### src/rtl/demux_2_buf.sv
// demux_2_buf: one input stream steered by SEL into one of two FIFOs.
// Each FIFO has its own valid/ready consumer interface.
//
// Parameters:
//   WIDTH  data word width
//   DEPTH  entries per FIFO (power of two, >= 2)
// Ports:
//   CLK, RST                 clock, synchronous active-high reset
//   SEL, DAT_IN, IN_VALID    input word and its route (0 -> FIFO 0, 1 -> FIFO 1)
//   IN_READY                 selected FIFO can take a word (combinational on SEL)
//   DAT_OUT_k, OUT_VALID_k   head word of FIFO k (zero when empty), non-empty flag
//   OUT_READY_k              consumer k takes the head word
//   LVL_k                    FIFO k occupancy, 0..DEPTH
//   CNT_k                    16-bit push counters, present only when the
//                            DEMUX_2_CNT_EN macro is defined
module demux_2_buf #(
    parameter int WIDTH = 32,
    parameter int DEPTH = 4
) (
    input  logic                     CLK,
    input  logic                     RST,
    input  logic                     SEL,
    input  logic [WIDTH-1:0]         DAT_IN,
    input  logic                     IN_VALID,
    output logic                     IN_READY,
    output logic [WIDTH-1:0]         DAT_OUT_0,
    output logic [WIDTH-1:0]         DAT_OUT_1,
    output logic                     OUT_VALID_0,
    output logic                     OUT_VALID_1,
    input  logic                     OUT_READY_0,
    input  logic                     OUT_READY_1,
    output logic [$clog2(DEPTH):0]   LVL_0,
    output logic [$clog2(DEPTH):0]   LVL_1
`ifdef DEMUX_2_CNT_EN
    ,
    output logic [15:0]              CNT_0,
    output logic [15:0]              CNT_1
`endif
);
    localparam int AW = $clog2(DEPTH);
    localparam int LW = AW + 1;

    logic [1:0]            full;
    logic [1:0]            vld;
    logic [1:0]            push;
    logic [1:0]            pop;
    logic [1:0]            ordy;
    logic [1:0][WIDTH-1:0] head;
    logic [1:0][LW-1:0]    lvl;

    assign ordy = {OUT_READY_1, OUT_READY_0};

    // While RST is high the FIFOs are about to be cleared, so report ready
    // as if empty. Pushes in that cycle are discarded by the reset branch.
    assign IN_READY = RST | ~full[SEL];

    assign push[0] = IN_VALID & IN_READY & ~SEL;
    assign push[1] = IN_VALID & IN_READY & SEL;
    // A pop only happens on a non-empty FIFO, so LVL cannot underflow.
    assign pop     = vld & ordy;

    for (genvar k = 0; k < 2; k++) begin : g_fifo
        logic [WIDTH-1:0] mem [DEPTH];
        logic [AW-1:0]    wptr;
        logic [AW-1:0]    rptr;
        logic [LW-1:0]    lvl_q;
        logic [LW-1:0]    lvl_nxt;
        logic             valid_q;

        always_comb begin
            lvl_nxt = lvl_q;
            if (push[k] && !pop[k])
                lvl_nxt = lvl_q + 1'b1;
            else if (pop[k] && !push[k])
                lvl_nxt = lvl_q - 1'b1;
        end

        // Storage is not reset; stale entries are unreachable once the
        // pointers and level are cleared.
        always_ff @(posedge CLK) begin
            if (push[k])
                mem[wptr] <= DAT_IN;
        end

        // Pointers are AW bits wide, so increment wraps DEPTH-1 -> 0.
        always_ff @(posedge CLK) begin
            if (RST) begin
                wptr    <= '0;
                rptr    <= '0;
                lvl_q   <= '0;
                valid_q <= 1'b0;
            end else begin
                if (push[k])
                    wptr <= wptr + 1'b1;
                if (pop[k])
                    rptr <= rptr + 1'b1;
                lvl_q   <= lvl_nxt;
                valid_q <= (lvl_nxt != '0);
            end
        end

        assign full[k] = (lvl_q == LW'(DEPTH));
        assign vld[k]  = valid_q;
        assign lvl[k]  = lvl_q;
        assign head[k] = valid_q ? mem[rptr] : '0;
    end

    assign DAT_OUT_0   = head[0];
    assign DAT_OUT_1   = head[1];
    assign OUT_VALID_0 = vld[0];
    assign OUT_VALID_1 = vld[1];
    assign LVL_0       = lvl[0];
    assign LVL_1       = lvl[1];

`ifdef DEMUX_2_CNT_EN
    logic [1:0][15:0] cnt;

    for (genvar k = 0; k < 2; k++) begin : g_cnt
        logic [15:0] cnt_q;

        // Free-running push count, wraps 65535 -> 0.
        always_ff @(posedge CLK) begin
            if (RST)
                cnt_q <= '0;
            else if (push[k])
                cnt_q <= cnt_q + 16'd1;
        end

        assign cnt[k] = cnt_q;
    end

    assign CNT_0 = cnt[0];
    assign CNT_1 = cnt[1];
`endif

endmodule

### config.mk
export PLATFORM = sky130hd
export DESIGN_NAME = demux_2_buf
export DESIGN_NICKNAME = d
export VERILOG_FILES = /design/src/rtl/demux_2_buf.sv
export SDC_FILE = /design/constraint.sdc
export NUM_CORES = 1
export LEC_CHECK = 0
export ABC_AREA = 1
export CELL_PAD_IN_SITES_DETAIL_PLACEMENT = 1
export CELL_PAD_IN_SITES_GLOBAL_PLACEMENT = 2
export CORE_AREA = 2 2 194 196
export CTS_CLUSTER_DIAMETER = 80
export DETAILED_ROUTE_END_ITERATION = 6
export DIE_AREA = 0 0 196 198
export DONT_BUFFER_PORTS = 1
export GPL_ROUTABILITY_DRIVEN = 1
export GPL_TIMING_DRIVEN = 0
export PLACE_DENSITY = 0.7
export SLEW_MARGIN = 20
export SYNTH_ARGS = -nofsm -noshare
export SYNTH_HDL_FRONTEND = slang
export SYNTH_SLANG_ARGS = --single-unit
### constraint.sdc
create_clock -name CLK -period 3.4 [get_ports CLK]
set_clock_uncertainty 0.05 [all_clocks]
set_input_delay 0 -clock CLK [delete_from_list [all_inputs] [get_ports CLK]]
set_output_delay 0 -clock CLK [all_outputs]
set_load 0.02 [all_outputs]
==> results.yml, run 1 <==
sta:
  finalSetupTns_ns: 0
  setup_viol: 0
  post-route-min-period_ns: 2.659
  layout_setup_ws_ns: 0.7414
  slew_viol_final: 0
  slew_headroom: 0.5080
  finalCritPeriodShare: 0.7819
  hold_viol_final: 0
  rsz0062_at_grt: "no"
  tightest_slew_ns: 0.7380
  fmax_ghz: 0.3761
yosys:
  synth.top_cells.by_count: "nor2_1, edfxtp_1, o21ai_0"
  synth.net_count: 958
  synth_flop_cell: "edfxtp_1"
  ys_seq_area_frac: 0.7425
  ys_warn_count: 0
  synth_cell_types: 20
  synthTopCellsByArea: "edfxtp_1, nor2_1, o21ai_0"
  synthMostInstantiatedCell: "nor2_1"
  synth_cells: 908
  synth.cell_area_sq_um: 10890
  synth_top_area_frac: 0.7057
  synth_largest_area_cell: "edfxtp_1"
  ys_seq_elements: 276
  synth_edf_count: 256
  async_flop_share: 0
  synth_area_per_cell_sq_um: 12.00
detailed_routing:
  vias: 6977
  dr.pass1.iters: 6
  avgViaCountPerCell: 4.695
  wl_per_cell_um: 20.21
  drc: 0
  routed_wl_um: 30040
  postRouteAntennaNets: 0
  drtIter0Drc: 384
clocking:
  cts_max_level: 1
  clockBufferDepth: 3
  cts-root-buf: "clkbuf_16"
  path_clk_slew_ns: 0.06
  cts_resized: 0
  cts_tree: "done"
  clock-sinks: 276
  cts_buffers: 30
  insertion_delay_ns: 0.55
pwr:
  leakage_nw: 4.481
  power.density_nw_per_um2: 689.8
  peakVddDrop_mv: 0.4305
  internal_power_mw: 6.043
  p_sw_frac: 0.3286
  p_sw_mw: 2.958
  power_mw: 9.001
  power_frac_comb: 0.221
  seqPwrFrac: 0.442
  clkPwrFrac: 0.337
min_path:
  hold_start: "RST"
  hp-class: "input port to flop"
run:
  maxCapViolCount: 0
final_layout:
  final_cell_area_sq_um: 13050
  nets: 1037
  nFillCells: 3980
  multi_input_area_sq_um: 2525
  drive_above_1_share: 0.06739
  seq_area_sq_um: 8088
  area_delta_synth_final_pct: 19.79
die:
  pin_count: 111
  start_util: 0.2948
  die_w_um: 196
  fp-row-count: 71
  dieArea_sq_um: 38810
  die_h_um: 198
  core_area_sq_um: 36960
global_routing:
  antenna_found_initial: 5
  first_global_vias: 7474
  grt-ovfl-total: 0
  track_usage: 0.1571
  grt_max_degree: 22
  grt_pass1_wl_um: 45800
critical_path:
  crit_type: "flop to output port"
  start_kind: "flop"
  crit_required_ns: 3.35
  crit_path_end_kind: "output port"
  worstPathArrival_ns: 2.61
  crit_path_max_fanout: 10
  reg2reg_from: "LVL_1[1]"
status:
  status: "finished clean"
placement:
  place_congestion: 0.7004
  dpl.hpwl_um: 20220
  port_buffers: 0
  post-place-ws_ns: 0.8194
  place_area_sq_um: 11740
[repair_timing]
| item | in CTS | in global routing |
|---|---|---|
| hold buffers | 39 | 0 |
| buffers inserted | 0 | 0 |
| hold endpoints to repair | 276 | 0 |
[final cells by class]
type / count / share of cell area
Buffer: 47 / 0.01457
Antenna cell: 3 / 0.0005753
Tap cell: 474 / 0.04545
Clock buffer: 46 / 0.06453
Multi-Input combinational cell: 545 / 0.1935
Clock inverter: 8 / 0.004986
Timing Repair Buffer: 47 / 0.04507
Inverter: 40 / 0.01151
Sequential cell: 276 / 0.6198
[sequential cells by signal (all words and copies together) (netlist names), named ones only]
register     count
g_fifo.mem     256
LVL_0            3
g_fifo.wptr      4
OUT_VALID_0      1
OUT_VALID_1      1
LVL_1            3
g_fifo.rptr      4
[stage by stage]
step,hold WS [ns],util,instances
floorplan,0.03119,-,908
global placement,0.03580,0.3108,1382
detailed placement,0.04091,0.3178,1390
CTS,0.1420,0.3529,1483
global route,0.1519,0.3531,1486
finish,0.1472,0.3531,1486
[logic make-up after synthesis]
kind of cell             share of synthesized area
flip-flops                                  0.7425
AND/OR/NAND/NOR                             0.1167
XOR/XNOR                                  0.001608
adder cells (fa/ha/maj)                    0.01378
buffers and inverters                      0.03124
AO/OA/AOI/OAI                              0.09419
[worst max-delay path: stages, from the launching register on]
cell	delay (ns)
dfxtp_1	0.30
clkbuf_1	0.31
inv_1	0.27
clkbuf_1	0.35
nor2_1	0.18
o21ai_0	0.10
a21oi_1	0.56
[power groups by stage]
| stage | logic (mW) | registers (mW) | clock network (mW) |
|---|---|---|---|
| CTS | 2.06 | 3.98 | 3.10 |
| global placement | 1.91 | 4.06 | 0 |
| finish | 1.99 | 3.98 | 3.03 |
| floorplan | 1.32 | 4.03 | 0 |
| global route | 2.24 | 3.99 | 3.22 |
| detailed placement | 1.97 | 4.06 | 0 |
[cell usage in the layout (no fill, tap or decap)]
cell / count
xor2_1: 2
nand2_1: 37
nand4_1: 2
nand2_2: 1
buf_4: 1
diode_2: 3
o21ai_0: 133
clkbuf_8: 1
clkbuf_1: 44
buf_12: 3
clkinvlp_4: 1
nor2_1: 264
a21oi_1: 70
nor2_4: 8
inv_1: 38
ha_1: 12
o21ai_1: 2
edfxtp_1: 256
clkinv_2: 4
bufinv_16: 1
clkbuf_16: 31
dlygate4sd3_1: 39
nand3_1: 10
buf_2: 8
nand2_4: 2
clkinv_1: 4
buf_1: 8
buf_16: 5
dfxtp_1: 20
nand3_2: 2
[worst paths after layout]
path,end,slack (ns),cells after the start
setup / recovery,DAT_OUT_0[21],0.74,6
hold reg to reg,g_fifo[0].rptr[0],0.43,1
setup reg to reg,g_fifo[0].mem[3][20],0.82,7
hold / removal,flop,0.15,2
[routing by layer]
metal | vias to the layer above | track usage | share of wire
li1 | 3321 | - | -
met1 | 3497 | 0.1985 | 0.44
met2 | 122 | 0.2777 | 0.49
met3 | 33 | 0.03304 | 0.054
met4 | 4 | 0.03367 | 0.017
met5 | - | 0 | 0.00080
No activity file was read; power rests on OpenSTA's default activity.
==> inputs of run 2 (changes only) <==
Clock period 3.4 ns to 2.8 ns, I/O delays scaled along.
==> run 2 against run 1 <==
Effect of this change: clock power grew 21%; flip-flop and latch count is the same; final area rose by 0.32%; utilization grew 0.11 points; critical path type is now flop to flop; routed wire length about the same; non-clock buffer count unchanged; critical endpoint is now g_fifo[0].mem[3][20]; via count fell by 0.24%; sequential power grew 21%; first-iteration DRC count decreased by 5.2%; count of clock-buffer cells in the layout is the same; register-to-register slack lost 0.59 ns.
==> results.yml, run 2 (synthesized netlist as in run 1, its figures left out) <==
detailed_routing:
  highest_layer: "met5"
  drtIter0Drc: 364
  wl_met2_um: 14760
  drc: 0
  routed_wl_um: 30020
  wl_per_cell_um: 20.20
  postRouteAntennaNets: 0
  met1_length_um: 13240
  dr_wl_met3_um: 1470
  vias: 6960
  avgViaCountPerCell: 4.684
  dr.pass1.iters: 4
die:
  core_area_sq_um: 36960
  dieArea_sq_um: 38810
  die_w_um: 196
  die_h_um: 198
  pin_count: 111
  start_util: 0.2948
  fp-row-count: 71
run:
  maxCapViolCount: 0
clocking:
  cts_tree: "done"
  clock-sinks: 276
  cts_max_level: 1
  cts_buffers: 30
  cts_setup_buffers: 0
  insertion_delay_ns: 0.55
  path_clk_slew_ns: 0.06
  clockBufferDepth: 3
  cts-root-buf: "clkbuf_16"
critical_path:
  crit_type: "flop to flop"
  crit_path_end_kind: "flop"
  crit_chain: "nor2_1 -> nand2_1 -> nand2_1 -> nand2_2 -> nand3_2 -> nor2_4 -> buf_16"
  path_buf_inv: 1
  start_kind: "flop"
  worst_path_largest_cell_delay_ns: 0.67
  crit_path_max_fanout: 18
  cp_slowest_cell: "nor2_4"
  critPathTopFamily: "simple AND/OR/NAND/NOR gates"
  crit_required_ns: 2.99
  worstPathArrival_ns: 2.75
  cpMostUsedCell: "nand2_1"
global_routing:
  grt_pass1_wl_um: 45800
  first_global_vias: 7474
  grt-ovfl-total: 0
  track_usage: 0.1571
  antenna_found_initial: 5
  grt_max_degree: 22
sta:
  hold_viol_final: 0
  slew_headroom: 0.4517
  rsz0062_at_grt: "no"
  finalSetupTns_ns: 0
  setup_viol: 0
  fmax_ghz: 0.3897
  tightest_slew_ns: 0.8225
  post-route-min-period_ns: 2.566
  slew_viol_final: 0
  layout_setup_ws_ns: 0.2338
  finalCritPeriodShare: 0.9165
status:
  status: "finished clean"
final_layout:
  seq_area_sq_um: 8088
  final_cell_mix: "nor2_1, edfxtp_1, o21ai_0, a21oi_1, clkbuf_1"
  final_cell_area_sq_um: 13090
  nFillCells: 3974
  top_regs: "g_fifo.mem: 256 flops, g_fifo.rptr: 4 flops, g_fifo.wptr: 4 flops"
  multi_input_area_sq_um: 2566
  utilization: 0.3542
  drive_above_1_share: 0.07830
  nets: 1037
  area_delta_synth_final_pct: 20.17
  mostFrequentLayoutCell: "nor2_1"
  regMostFlops: "g_fifo.mem"
  largest_reg_flops: 256
pwr:
  leakage_nw: 4.482
  peakVddDrop_mv: 0.5197
  power_mw: 10.96
  power.density_nw_per_um2: 837.6
placement:
  post-place-ws_ns: 0.2194
  port_buffers: 0
  place_congestion: 0.7004
  dpl.hpwl_um: 20220
  place_area_sq_um: 11740
min_path:
  hp-class: "input port to flop"
## run 2: path summary, 6_finish.rpt
kind	depth (start not counted)	startpoint	to	slack [ns]
worst min-delay path	2	RST	flop	0.15
worst max-delay path	7	LVL_1[1]	g_fifo[0].mem[3][20]	0.23
worst max register to register	7	LVL_1[1]	g_fifo[0].mem[3][20]	0.23
worst min register to register	1	g_fifo[0].rptr[0]	g_fifo[0].rptr[0]	0.43
## run 2: area by class of cell
type / count / share of cell area
buffer: 47 / 0.01453
clock inverter: 8 / 0.004970
inverter: 40 / 0.01147
sequential: 276 / 0.6179
antenna: 3 / 0.0005735
multi-input combinational: 545 / 0.1960
timing repair buffer: 47 / 0.04492
clock buffer: 46 / 0.06433
tap: 474 / 0.04531
## run 2: repair_timing
| item | 4_1_cts | 5_1_grt |
|---|---|---|
| hold buffers | 39 | 0 |
| endpoints found under the hold margin | 276 | 0 |
| gates resized for setup | 0 | 11 |
| endpoints found under the setup margin | 0 | 11 |
## run 2: routing by layer
metal,track usage,vias to the layer above
met5,0,-
met4,0.03367,4
met3,0.03304,34
met2,0.2777,121
met1,0.1985,3477
li1,-,3324
## run 2: power by group
part,internal (mW),switching [mW],total (mW)
sequential,4.69,0.143,4.83
clock,2.14,1.53,3.67
combinational,0.521,1.94,2.46
total,7.35,3.61,11.0
## run 2: metrics by stage
stage                     hold WS, ns  instances
final                          0.1486       1486
after global placement        0.03580       1382
after detailed placement      0.04091       1390
after global routing           0.1519       1486
after floorplan               0.03119        908
after CTS                      0.1420       1483
